$ cat src/rtl/multicycle_ctrl.sv
// multicycle_ctrl: IF/ID/EX/MEM/WB control FSM for the multi-cycle MIPS datapath with memory-ready handshake
module multicycle_ctrl #(
  parameter int TIMEOUT = 16
) (
  input  logic       clk,
  input  logic       rst,
  input  logic [5:0] op,
  input  logic [5:0] funct,
  input  logic       zero,
  input  logic       overflow,
  input  logic       mem_rdy,
  output logic       pc_wr,
  output logic       ir_wr,
  output logic       reg_wr,
  output logic       reg_dst,
  output logic       alu_src_a,
  output logic [1:0] alu_src_b,
  output logic       ext_op,
  output logic [2:0] alu_ctr,
  output logic       mem_rd,
  output logic       mem_wr,
  output logic       mem_to_reg,
  output logic [1:0] pc_src,
  output logic       ovf_flag,
  output logic       illegal,
  output logic       bus_err,
  output logic [3:0] state_o
);
  typedef enum logic [3:0] {
    S_IF, S_ID, S_EXR, S_EXI, S_EXMA, S_EXBR, S_EXJ,
    S_MRD, S_MWR, S_WBR, S_WBI, S_WBLW
  } state_t;
  localparam int CW = TIMEOUT > 0 ? $clog2(TIMEOUT + 1) : 1;
  state_t state_q, state_d;
  logic ovf_q, ovf_d;
  logic [CW-1:0] cnt_q, cnt_d;
  logic [2:0] r_ctr;
  logic r_ok, wait_st, tmo;
  always_comb begin
    r_ctr = 3'b000;
    r_ok = 1'b1;
    case (funct)
      6'b100000: r_ctr = 3'b001;
      6'b100001: r_ctr = 3'b000;
      6'b100010: r_ctr = 3'b101;
      6'b100011: r_ctr = 3'b100;
      6'b100101: r_ctr = 3'b010;
      6'b101010: r_ctr = 3'b111;
      6'b101011: r_ctr = 3'b110;
      default:   r_ok = 1'b0;
    endcase
  end
  assign wait_st = state_q inside {S_IF, S_MRD, S_MWR};
  assign tmo = wait_st && !mem_rdy && (TIMEOUT != 0) && (cnt_q == CW'(TIMEOUT));
  assign cnt_d = (wait_st && !mem_rdy && !tmo) ? cnt_q + 1'b1 : '0;
  assign state_o = state_q;
  always_comb begin
    state_d = S_IF;
    ovf_d = ovf_q;
    pc_wr = 1'b0;
    ir_wr = 1'b0;
    reg_wr = 1'b0;
    reg_dst = 1'b0;
    alu_src_a = 1'b0;
    alu_src_b = 2'b00;
    ext_op = 1'b0;
    alu_ctr = 3'b000;
    mem_rd = 1'b0;
    mem_wr = 1'b0;
    mem_to_reg = 1'b0;
    pc_src = 2'b00;
    ovf_flag = 1'b0;
    illegal = 1'b0;
    bus_err = 1'b0;
    case (state_q)
      S_IF: begin
        mem_rd = 1'b1;
        alu_src_b = 2'b01;
        pc_wr = mem_rdy;
        ir_wr = mem_rdy;
        ovf_d = 1'b0;
        bus_err = tmo;
        state_d = mem_rdy ? S_ID : S_IF;
      end
      S_ID: begin
        alu_src_b = 2'b11;
        ext_op = 1'b1;
        state_d = op == 6'b000000 ? (r_ok ? S_EXR : S_IF) :
                  op inside {6'b001101, 6'b001001, 6'b001000} ? S_EXI :
                  op inside {6'b100011, 6'b101011} ? S_EXMA :
                  op == 6'b000100 ? S_EXBR :
                  op == 6'b000010 ? S_EXJ : S_IF;
        illegal = state_d == S_IF;
      end
      S_EXR: begin
        alu_src_a = 1'b1;
        alu_ctr = r_ctr;
        ovf_d = overflow;
        state_d = S_WBR;
      end
      S_EXI: begin
        alu_src_a = 1'b1;
        alu_src_b = 2'b10;
        ext_op = op != 6'b001101;
        alu_ctr = op == 6'b001101 ? 3'b010 : op == 6'b001000 ? 3'b001 : 3'b000;
        ovf_d = overflow;
        state_d = S_WBI;
      end
      S_EXMA: begin
        alu_src_a = 1'b1;
        alu_src_b = 2'b10;
        ext_op = 1'b1;
        state_d = op == 6'b101011 ? S_MWR : S_MRD;
      end
      S_EXBR: begin
        alu_src_a = 1'b1;
        alu_ctr = 3'b100;
        pc_src = 2'b01;
        pc_wr = zero;
      end
      S_EXJ: begin
        pc_src = 2'b10;
        pc_wr = 1'b1;
      end
      S_MRD: begin
        mem_rd = 1'b1;
        bus_err = tmo;
        state_d = mem_rdy ? S_WBLW : tmo ? S_IF : S_MRD;
      end
      S_MWR: begin
        mem_wr = 1'b1;
        bus_err = tmo;
        state_d = (mem_rdy || tmo) ? S_IF : S_MWR;
      end
      S_WBR, S_WBI: begin
        reg_dst = state_q == S_WBR;
        reg_wr = ~ovf_q;
        ovf_flag = ovf_q;
      end
      S_WBLW: begin
        mem_to_reg = 1'b1;
        reg_wr = 1'b1;
      end
      default: state_d = S_IF;
    endcase
    if (rst) begin
      pc_wr = 1'b0;
      ir_wr = 1'b0;
      reg_wr = 1'b0;
      mem_rd = 1'b0;
      mem_wr = 1'b0;
      ovf_flag = 1'b0;
      illegal = 1'b0;
      bus_err = 1'b0;
    end
  end
  always_ff @(posedge clk) begin
    if (rst) begin
      state_q <= S_IF;
      ovf_q <= 1'b0;
      cnt_q <= '0;
    end else begin
      state_q <= state_d;
      ovf_q <= ovf_d;
      cnt_q <= cnt_d;
    end
  end
endmodule
$ cat config.mk
export PLATFORM = sky130hd
export DESIGN_NAME = multicycle_ctrl
export DESIGN_NICKNAME = d
export VERILOG_FILES = /design/src/rtl/multicycle_ctrl.sv
export SDC_FILE = /design/constraint.sdc
export NUM_CORES = 1
export LEC_CHECK = 0
export CAP_MARGIN = 20
export CORE_ASPECT_RATIO = 1.1
export CORE_MARGIN = 4
export CORE_UTILIZATION = 43
export DETAILED_ROUTE_END_ITERATION = 8
export MAX_ROUTING_LAYER = met4
export PLACE_DENSITY = 0.77
export SETUP_SLACK_MARGIN = 0.3
export SLEW_MARGIN = 20
export SYNTH_ARGS = -nofsm -noshare
export SYNTH_HDL_FRONTEND = slang
export SYNTH_SLANG_ARGS = --single-unit
$ cat constraint.sdc
create_clock -name clk -period 1.89 [get_ports clk]
set_input_delay 0.378 -clock clk [delete_from_list [all_inputs] [get_ports clk]]
set_output_delay 0.378 -clock clk [all_outputs]
set_load 0.03 [all_outputs]
==> results of run 1 <==
## cell families after synthesis
group	after synthesis	synth area share, %
muxes	2	2.00
AOI/OAI and AO/OA	32	21.8
DFF	10	20.0
adders and majority gates	2	2.50
xor gates and xnor gates	6	5.24
buffers and inverters	16	7.12
and+or+nand+nor	72	41.3
## metrics by stage
stage                     instance area [µm²]  TNS (ps)  instances
after floorplan                          1200         0        140
after global placement                   1710     -1780        226
after detailed placement                 1710     -1940        226
## Yosys cell counts (all sizes together)
cell type / count / area (µm²)
and4b: 1 / 10.0
o21ai: 2 / 10.0
or4: 2 / 15.0
nand2b: 9 / 63.8
or3: 1 / 11.3
a311oi: 1 / 8.76
a21o: 2 / 15.0
nor2: 19 / 78.8
buf: 4 / 26.3
nand4: 2 / 12.5
o2111ai: 2 / 17.5
and2: 1 / 6.26
o211ai: 1 / 7.51
nand4b: 1 / 8.76
clkbuf: 5 / 18.8
nor4bb: 1 / 10.0
and3: 3 / 18.8
or3b: 1 / 8.76
a21bo: 1 / 10.0
a21oi: 12 / 60.1
inv: 7 / 26.3
o21bai: 3 / 22.5
nand3b: 3 / 22.5
a2111oi: 1 / 8.76
and4: 1 / 8.76
dfxtp: 10 / 200
o21ba: 1 / 10.0
a32oi: 1 / 8.76
a2111o: 1 / 11.3
nor3: 9 / 45.0
nand4bb: 1 / 11.3
or2: 1 / 6.26
nor2b: 1 / 6.26
a211o: 1 / 8.76
or4bb: 1 / 11.3
mux2i: 2 / 20.0
a31oi: 2 / 12.5
xnor2: 3 / 26.3
xor2: 3 / 26.3
nand3: 5 / 25.0
a211oi: 1 / 7.51
ha: 2 / 25.0
nand2: 9 / 33.8
==> results.md, run 1 <==
- Outcome: aborted with a tool error
- Stop stage: clock tree synthesis (4_1_cts)
- Stop err: [ERROR DPL-0033] detailed placement checks failed during check placement.
- Row cnt: 18
- Final GP Congestion: 0.885
- Sequential element share of the synthesized area: 20.0%
- Yosys Warn Count: 0
- # port buffers: 39
- CTS buffer count: 3
- Post-DP HPWL: 2.60 mm
- #FFs+latches synth: 10
- Mapped Area: 1000 µm²
- Clock Sinks: 10
- Io pins: 40
- Number of H-tree levels: 1
- Bufs on Longest Clock Path: 2
- CTS resizes: 137
- Mapped Nets: 159
- DIE WIDTH: 54.0 µm
- Root Driver: clkbuf_4
- Yosys cell types: 46
- Cells after Synth: 140
- Hold buffer count at CTS: 0
- Pre-CTS setup slack: -457 ps
- Number of setup buffers added after CTS: 22
- Synth Area per Inst: 7.16 µm²
- Die Ht: 58.6 µm
- Starting density of the core: 44.9%
==> run 2: changes to the inputs <==
- CORE_AREA: not set -> 4 4 65 67
- CORE_ASPECT_RATIO: 1.1 -> not set
- CORE_MARGIN: 4 -> not set
- CORE_UTILIZATION: 43 -> not set
- DIE_AREA: not set -> 0 0 69 71
- MAX_ROUTING_LAYER: met4 -> not set
- PLACE_DENSITY: 0.77 -> not set
- PLACE_DENSITY_LB_ADDON: not set -> 0.15
- SETUP_SLACK_MARGIN: 0.3 -> not set
==> run 2 against run 1 <==
The flow now finishes, with violations (negative setup slack). Synthesized cell count unchanged. Synthesized area is the same.
==> results.md, run 2 <==
- Outcome: finished with violations
- Failing checks: negative setup slack
- DIE AREA: 4900 µm²
- M3 GR Usage: 3.84%
- Most common cell after layout, fill and taps aside: buf_4
- Number of H-tree levels: 1
- Post-DP HPWL: 2.75 mm
- Largest Register: cnt_q
- Total vias in the final route: 1,312
- Starting density of the core: 27.6%
- Crit end category: output pin
- Area growth, synth to finish: 98.3%
- Overflow after GRT: 0
- Hold buffer count at CTS: 0
- F_max: 0.501 GHz
- Layout fillers: 368
- Clock Sinks: 10
- Root Driver: clkbuf_8
- Per-cell routed wire length: 13.1 µm
- Clock Skew: 4.21 ps
- Pre-CTS setup slack: -506 ps
- Critical path class: reg -> out
- Post-synth EDFFs: 0
- Via/cell ratio: 4.88
- Worst hold start: cnt_q[0]$_SDFF_PP0_
- #FFs+latches synth: 10
- R2R depth: 8
- Setup TNS: -305 ps
- Drt first pass iters: 4
- Slew headroom: 69.6%
- Critical Path RT: 1510 ps
- Mapped Nets: 159
- Synth Flop Type: dfxtp_1
- Period minus WS final: 2000 ps
- Cell area after layout: 1990 µm²
- DRT iter0 DRCs: 28
- Leak: 0.880 nW
- Cell Pwr Density: 400 nW/µm²
- Worst Setup SP: state_o[1]$_SDFF_PP0_
- Hold slack: 459 ps
- Global route hottest layer: met2
- Row cnt: 22
- Final GP Congestion: 0.839
- Final worst setup slack: -106 ps
- WP data arrival: 1620 ps
- FF/Latch Area: 211 µm²
- Inserted Diodes: 0
- Synth Area per Inst: 7.16 µm²
- Setup repair after global routing missed its margin: yes
- Mapped Area: 1000 µm²
- Largest register FFs: 5
- Commonest cells in the netlist: nor2_1 (16), a21oi_1 (12), dfxtp_1 (10)
- Dominant cells by area after synthesis: dfxtp_1 (20%), a21oi_1 (6.0%), nor2_1 (6.0%), nand2b_1 (5.0%), nor3_1 (4.5%)
- Cells after Synth: 140
- Highest-count cells in the layout ignoring fill and taps: buf_4 (52), buf_6 (13), nor2_1 (10), dlygate4sd2_1 (10), nand2_1 (9)
- Largest net degree at the start of global routing: 12
- Hold path cells: 1
- Number of global-route vias before repair: 1,307
- Total track usage: 14.1%
- Fin crit share: 106%
- Ys async rst share: 0%
- Io pins: 40
- Peak fanout along the critical path: 6
- Yosys top cell by area: dfxtp_1
- CTS buffer count: 3
- Core area: 3630 µm²
- Max-slew violations: 0
- Worst-Margin Slew: 449 ps
- # Max-Cap Violations: 0
- Hold crit path type: reg -> reg
- Startpoint Class: flip-flop
- Yosys cell types: 46
- Clock Pin Slew Worst Setup and Hold Paths: 50 ps
- Clk_lat worst skew: 240 ps
- Initial antenna violation count: 0
- Setup violators final: 5
- CTS tree: built
- Multi-input logic area: 912 µm²
- Met2 GRT Util: 24.0%
- Share of layout cells above drive strength 1: 50.2%
- Die Ht: 71 µm
- # port buffers: 39
- Reg2reg start: state_o[1]$_SDFF_PP0_
- Fin nets: 241
- ANT nets after route: 0
- Max VDD drop: 405 µV
- Sequential element share of the synthesized area: 20.0%
- Post-synth top area share: 20.0%
- Bufs on Longest Clock Path: 2
- Post-Place Cell Area: 1690 µm²
- Hold Fails Final Rpt: 0
- Total wire length: 3.52 mm
- GR Util met1: 17.6%
- First-pass GRT wire length: 5.89 mm
- Yosys Warn Count: 0
- DR DRC count: 0
- Most frequent cell after synthesis: nor2_1
- DIE WIDTH: 69 µm
-- run 2: cell counts after synthesis --
No cell type changed its count.
-- run 2: worst max-delay path, cell delays in order (launching register included) --
cell and delay (ps):
dfxtp_4 360, nand2b_4 140, or4_4 430, a21oi_2 130
and3_4 190, buf_6 120
-- run 2: cells by family (layout without fill, tap and decap cells) --
logic type / Yosys count / count (layout) / synth area share, %
AO/OA/AOI/OAI: 32 / 32 / 21.8
multiplexers: 2 / 2 / 2.00
AND/OR/NAND/NOR: 72 / 72 / 41.3
adder cells (fa/ha/maj): 2 / 2 / 2.50
buffers and inverters: 16 / 97 / 7.12
flip-flops: 10 / 10 / 20.0
XOR/XNOR: 6 / 6 / 5.24
-- run 2: report_power, final --
part           switching (mW)  total [mW]  internal (mW)  leakage [nW]
clock                  0.0910       0.275          0.184        0.0288
combinational           0.140       0.299          0.159         0.768
sequential            0.00695       0.220          0.213        0.0833
total                   0.238       0.794          0.556         0.880
-- run 2: routing by layer --
layer	share of wire, %	wire length [µm]	vias up
met1	45	1570	624
met5	0	0	-
met2	49	1740	23
met3	5.0	176	4
li1	-	-	661
met4	0.94	33	0
-- run 2: metrics by stage --
stage / power, mW / instances / util [%]
2_1_floorplan: 0.352 / 140 / -
3_3_place_gp: 0.474 / 252 / 46.5
3_5_place_dp: 0.478 / 252 / 46.5
4_1_cts: 0.779 / 265 / 52.6
5_1_grt: 0.840 / 269 / 54.7
6_report: 0.794 / 269 / 54.7
-- run 2: final cells by class --
class                           count  share of cell area, %
Inverter                            7                   1.32
Timing Repair Buffer               86                   36.3
Sequential cell                    10                   10.6
Clock buffer                        4                   2.77
Multi-Input combinational cell    114                   45.9
Tap cell                           48                   3.02
-- run 2: final timing paths --
check / endpoint / slack (ps)
max: illegal / -110
min: cnt_q[0]$_SDFF_PP0_ / 460
max reg2reg: cnt_q[3]$_SDFF_PP0_ / 80
min reg2reg: cnt_q[0]$_SDFF_PP0_ / 460
-- run 2: what timing repair did --
| action | 4_1_cts | 5_1_grt |
|---|---|---|
| gates resized for setup | 60 | 16 |
| setup buffers | 9 | 5 |
| endpoints found under the hold margin | 0 | 0 |
| setup endpoints to repair | 12 | 11 |
| pin swaps | 17 | 13 |
| cloned | 0 | 0 |
No activity file was read; power rests on OpenSTA's default activity.
==> run 3: changes to the inputs <==
==> constraint.sdc (replaced) <==
create_clock -name clk -period 1.89 [get_ports clk]
set_input_delay 0.2835 -clock clk [delete_from_list [all_inputs] [get_ports clk]]
set_output_delay 0.2835 -clock clk [all_outputs]
set_load 0.03 [all_outputs]
==> run 3 against run 2 <==
The flow now finishes without violations. Core utilization down 5.9 points. Cell count down 5.6%. Cell area down 11%. Via count down 4.9%. Wire length down 4.2%. Sequential share of layout area up 0.99 points.
==> results.md, run 3 (synthesis results as in run 2) <==
- Outcome: completed
- Number of global-route vias before repair: 1,266
- Per-cell routed wire length: 13.3 µm
- Setup repair after global routing missed its margin: yes
- Largest register FFs: 5
- Fin nets: 226
- Fin crit share: 99.0%
- Max-slew violations: 0
- Hold crit path type: reg -> reg
- Worst-Margin Slew: 572 ps
- DRT iter0 DRCs: 34
- Root Driver: clkbuf_8
- Overflow after GRT: 0
- CTS tree: built
- Period minus WS final: 1870 ps
- Core area: 3630 µm²
- CTS buffer count: 3
- Area growth, synth to finish: 77.0%
- Slowest stage delay, CP: 520 ps
- Cell area after layout: 1770 µm²
- Post-Place Cell Area: 1630 µm²
- Hold buffer count at CTS: 0
- # Max-Cap Violations: 0
- Final GP Congestion: 0.789
- Clock Skew: 6.03 ps
- Io pins: 40
- Largest Register: cnt_q
- Max VDD drop: 174 µV
- Total vias in the final route: 1,248
- Layout fillers: 393
- Drt first pass iters: 4
- Clock Sinks: 10
- ANT nets after route: 0
- FF/Latch Area: 206 µm²
- Leak: 0.785 nW
- Clk_lat worst skew: 240 ps
- Startpoint Class: primary input
- Die Ht: 71 µm
- Share of layout cells above drive strength 1: 43.2%
- Largest net degree at the start of global routing: 13
- Hold Fails Final Rpt: 0
- Clock Pin Slew Worst Setup and Hold Paths: 50 ps
- Crit end category: output pin
- Via/cell ratio: 4.91
- Row cnt: 22
- Hold slack: 458 ps
- DR DRC count: 0
- F_max: 0.534 GHz
- Critical path class: in -> out
- CP cell instances: buf_6 -> or3b_4 -> or4_4 -> a21oi_2 -> buf_6
- Highest-count cells in the layout ignoring fill and taps: buf_4 (46), nor2_1 (13), nand2_1 (9)
- Buffer and inverter count on the worst path: 2
- DIE WIDTH: 69 µm
- Number of H-tree levels: 1
- Setup violators final: 0
- Peak fanout along the critical path: 3
- Most common cell after layout, fill and taps aside: buf_4
- First-pass GRT wire length: 5.50 mm
- DIE AREA: 4900 µm²
- Critical Path RT: 1610 ps
- Delay-heaviest family, CP: simple AND/OR/NAND/NOR gates
- Total wire length: 3.38 mm
- Bufs on Longest Clock Path: 2
- Cell Pwr Density: 426 nW/µm²
- Multi-input logic area: 836 µm²
- Slew headroom: 61.3%
- Inserted Diodes: 0
- Initial antenna violation count: 0
- Slowest CP cell: or4_4
- Most frequent CP cell: buf_6
- Total track usage: 13.4%
- Post-DP HPWL: 2.72 mm
- Starting density of the core: 27.6%
- # port buffers: 39
- WP data arrival: 1590 ps
==> run 3: per-stage QoR <==
stage / util [%] / instances / setup TNS (ps) / worst slack (ps) / power (mW)
3_3_place_gp: 44.7 / 248 / -870 / -278 / 0.466
3_5_place_dp: 44.7 / 248 / -979 / -290 / 0.471
4_1_cts: 47.1 / 253 / -38.7 / -32.1 / 0.747
6_report: 48.8 / 254 / 0 / 18.5 / 0.755
5_1_grt: 48.8 / 254 / -79.0 / -47.9 / 0.792
2_1_floorplan: - / 140 / -188 / -188 / 0.348
==> run 3: per-layer routing <==
layer  vias up  routed length, µm  track usage (%)
met5         -                  0                0
met4         0                 44             6.51
met3         6                104             2.13
met2        28               1720             23.3
met1       582               1510             16.0
li1        632                  -                -
==> run 3: power breakdown <==
part / switching, mW / internal, mW / total [mW]
clock network: 0.0944 / 0.184 / 0.278
logic: 0.126 / 0.128 / 0.254
registers: 0.00738 / 0.216 / 0.223
==> run 3: worst reg2reg max path, cell delays in order (launching register included) <==
cell and delay [ps]:
dfxtp_1 330, inv_1 60, ha_1 160, nor4bb_1 480, a21oi_1 140, o21bai_1 190, a31oi_1 110
==> run 3: final cells by class <==
| cell class | instances | area share (%) |
|---|---|---|
| clock buffers | 4 | 3.10 |
| inverters | 7 | 1.48 |
| multi-input cells | 114 | 47.1 |
| flip-flops and latches | 10 | 11.6 |
| well taps | 48 | 3.39 |
| repair buffers | 71 | 33.3 |
==> run 3: timing repair <==
item | 4_1_cts | 5_1_grt
buffers inserted | 1 | 1
endpoints found under the setup margin | 8 | 7
resized for setup | 23 | 20
pin swaps | 9 | 4
==> run 3: path summary, 6_finish.rpt <==
kind / start / endpoint / slack (ps) / cells after the start
setup / recovery: funct[2] / alu_ctr[2] / 20 / 5
hold / removal: cnt_q[0]$_SDFF_PP0_ / cnt_q[0]$_SDFF_PP0_ / 460 / 1
setup reg to reg: cnt_q[0]$_SDFF_PP0_ / state_o[1]$_SDFF_PP0_ / 300 / 6
hold reg to reg: cnt_q[0]$_SDFF_PP0_ / cnt_q[0]$_SDFF_PP0_ / 460 / 1
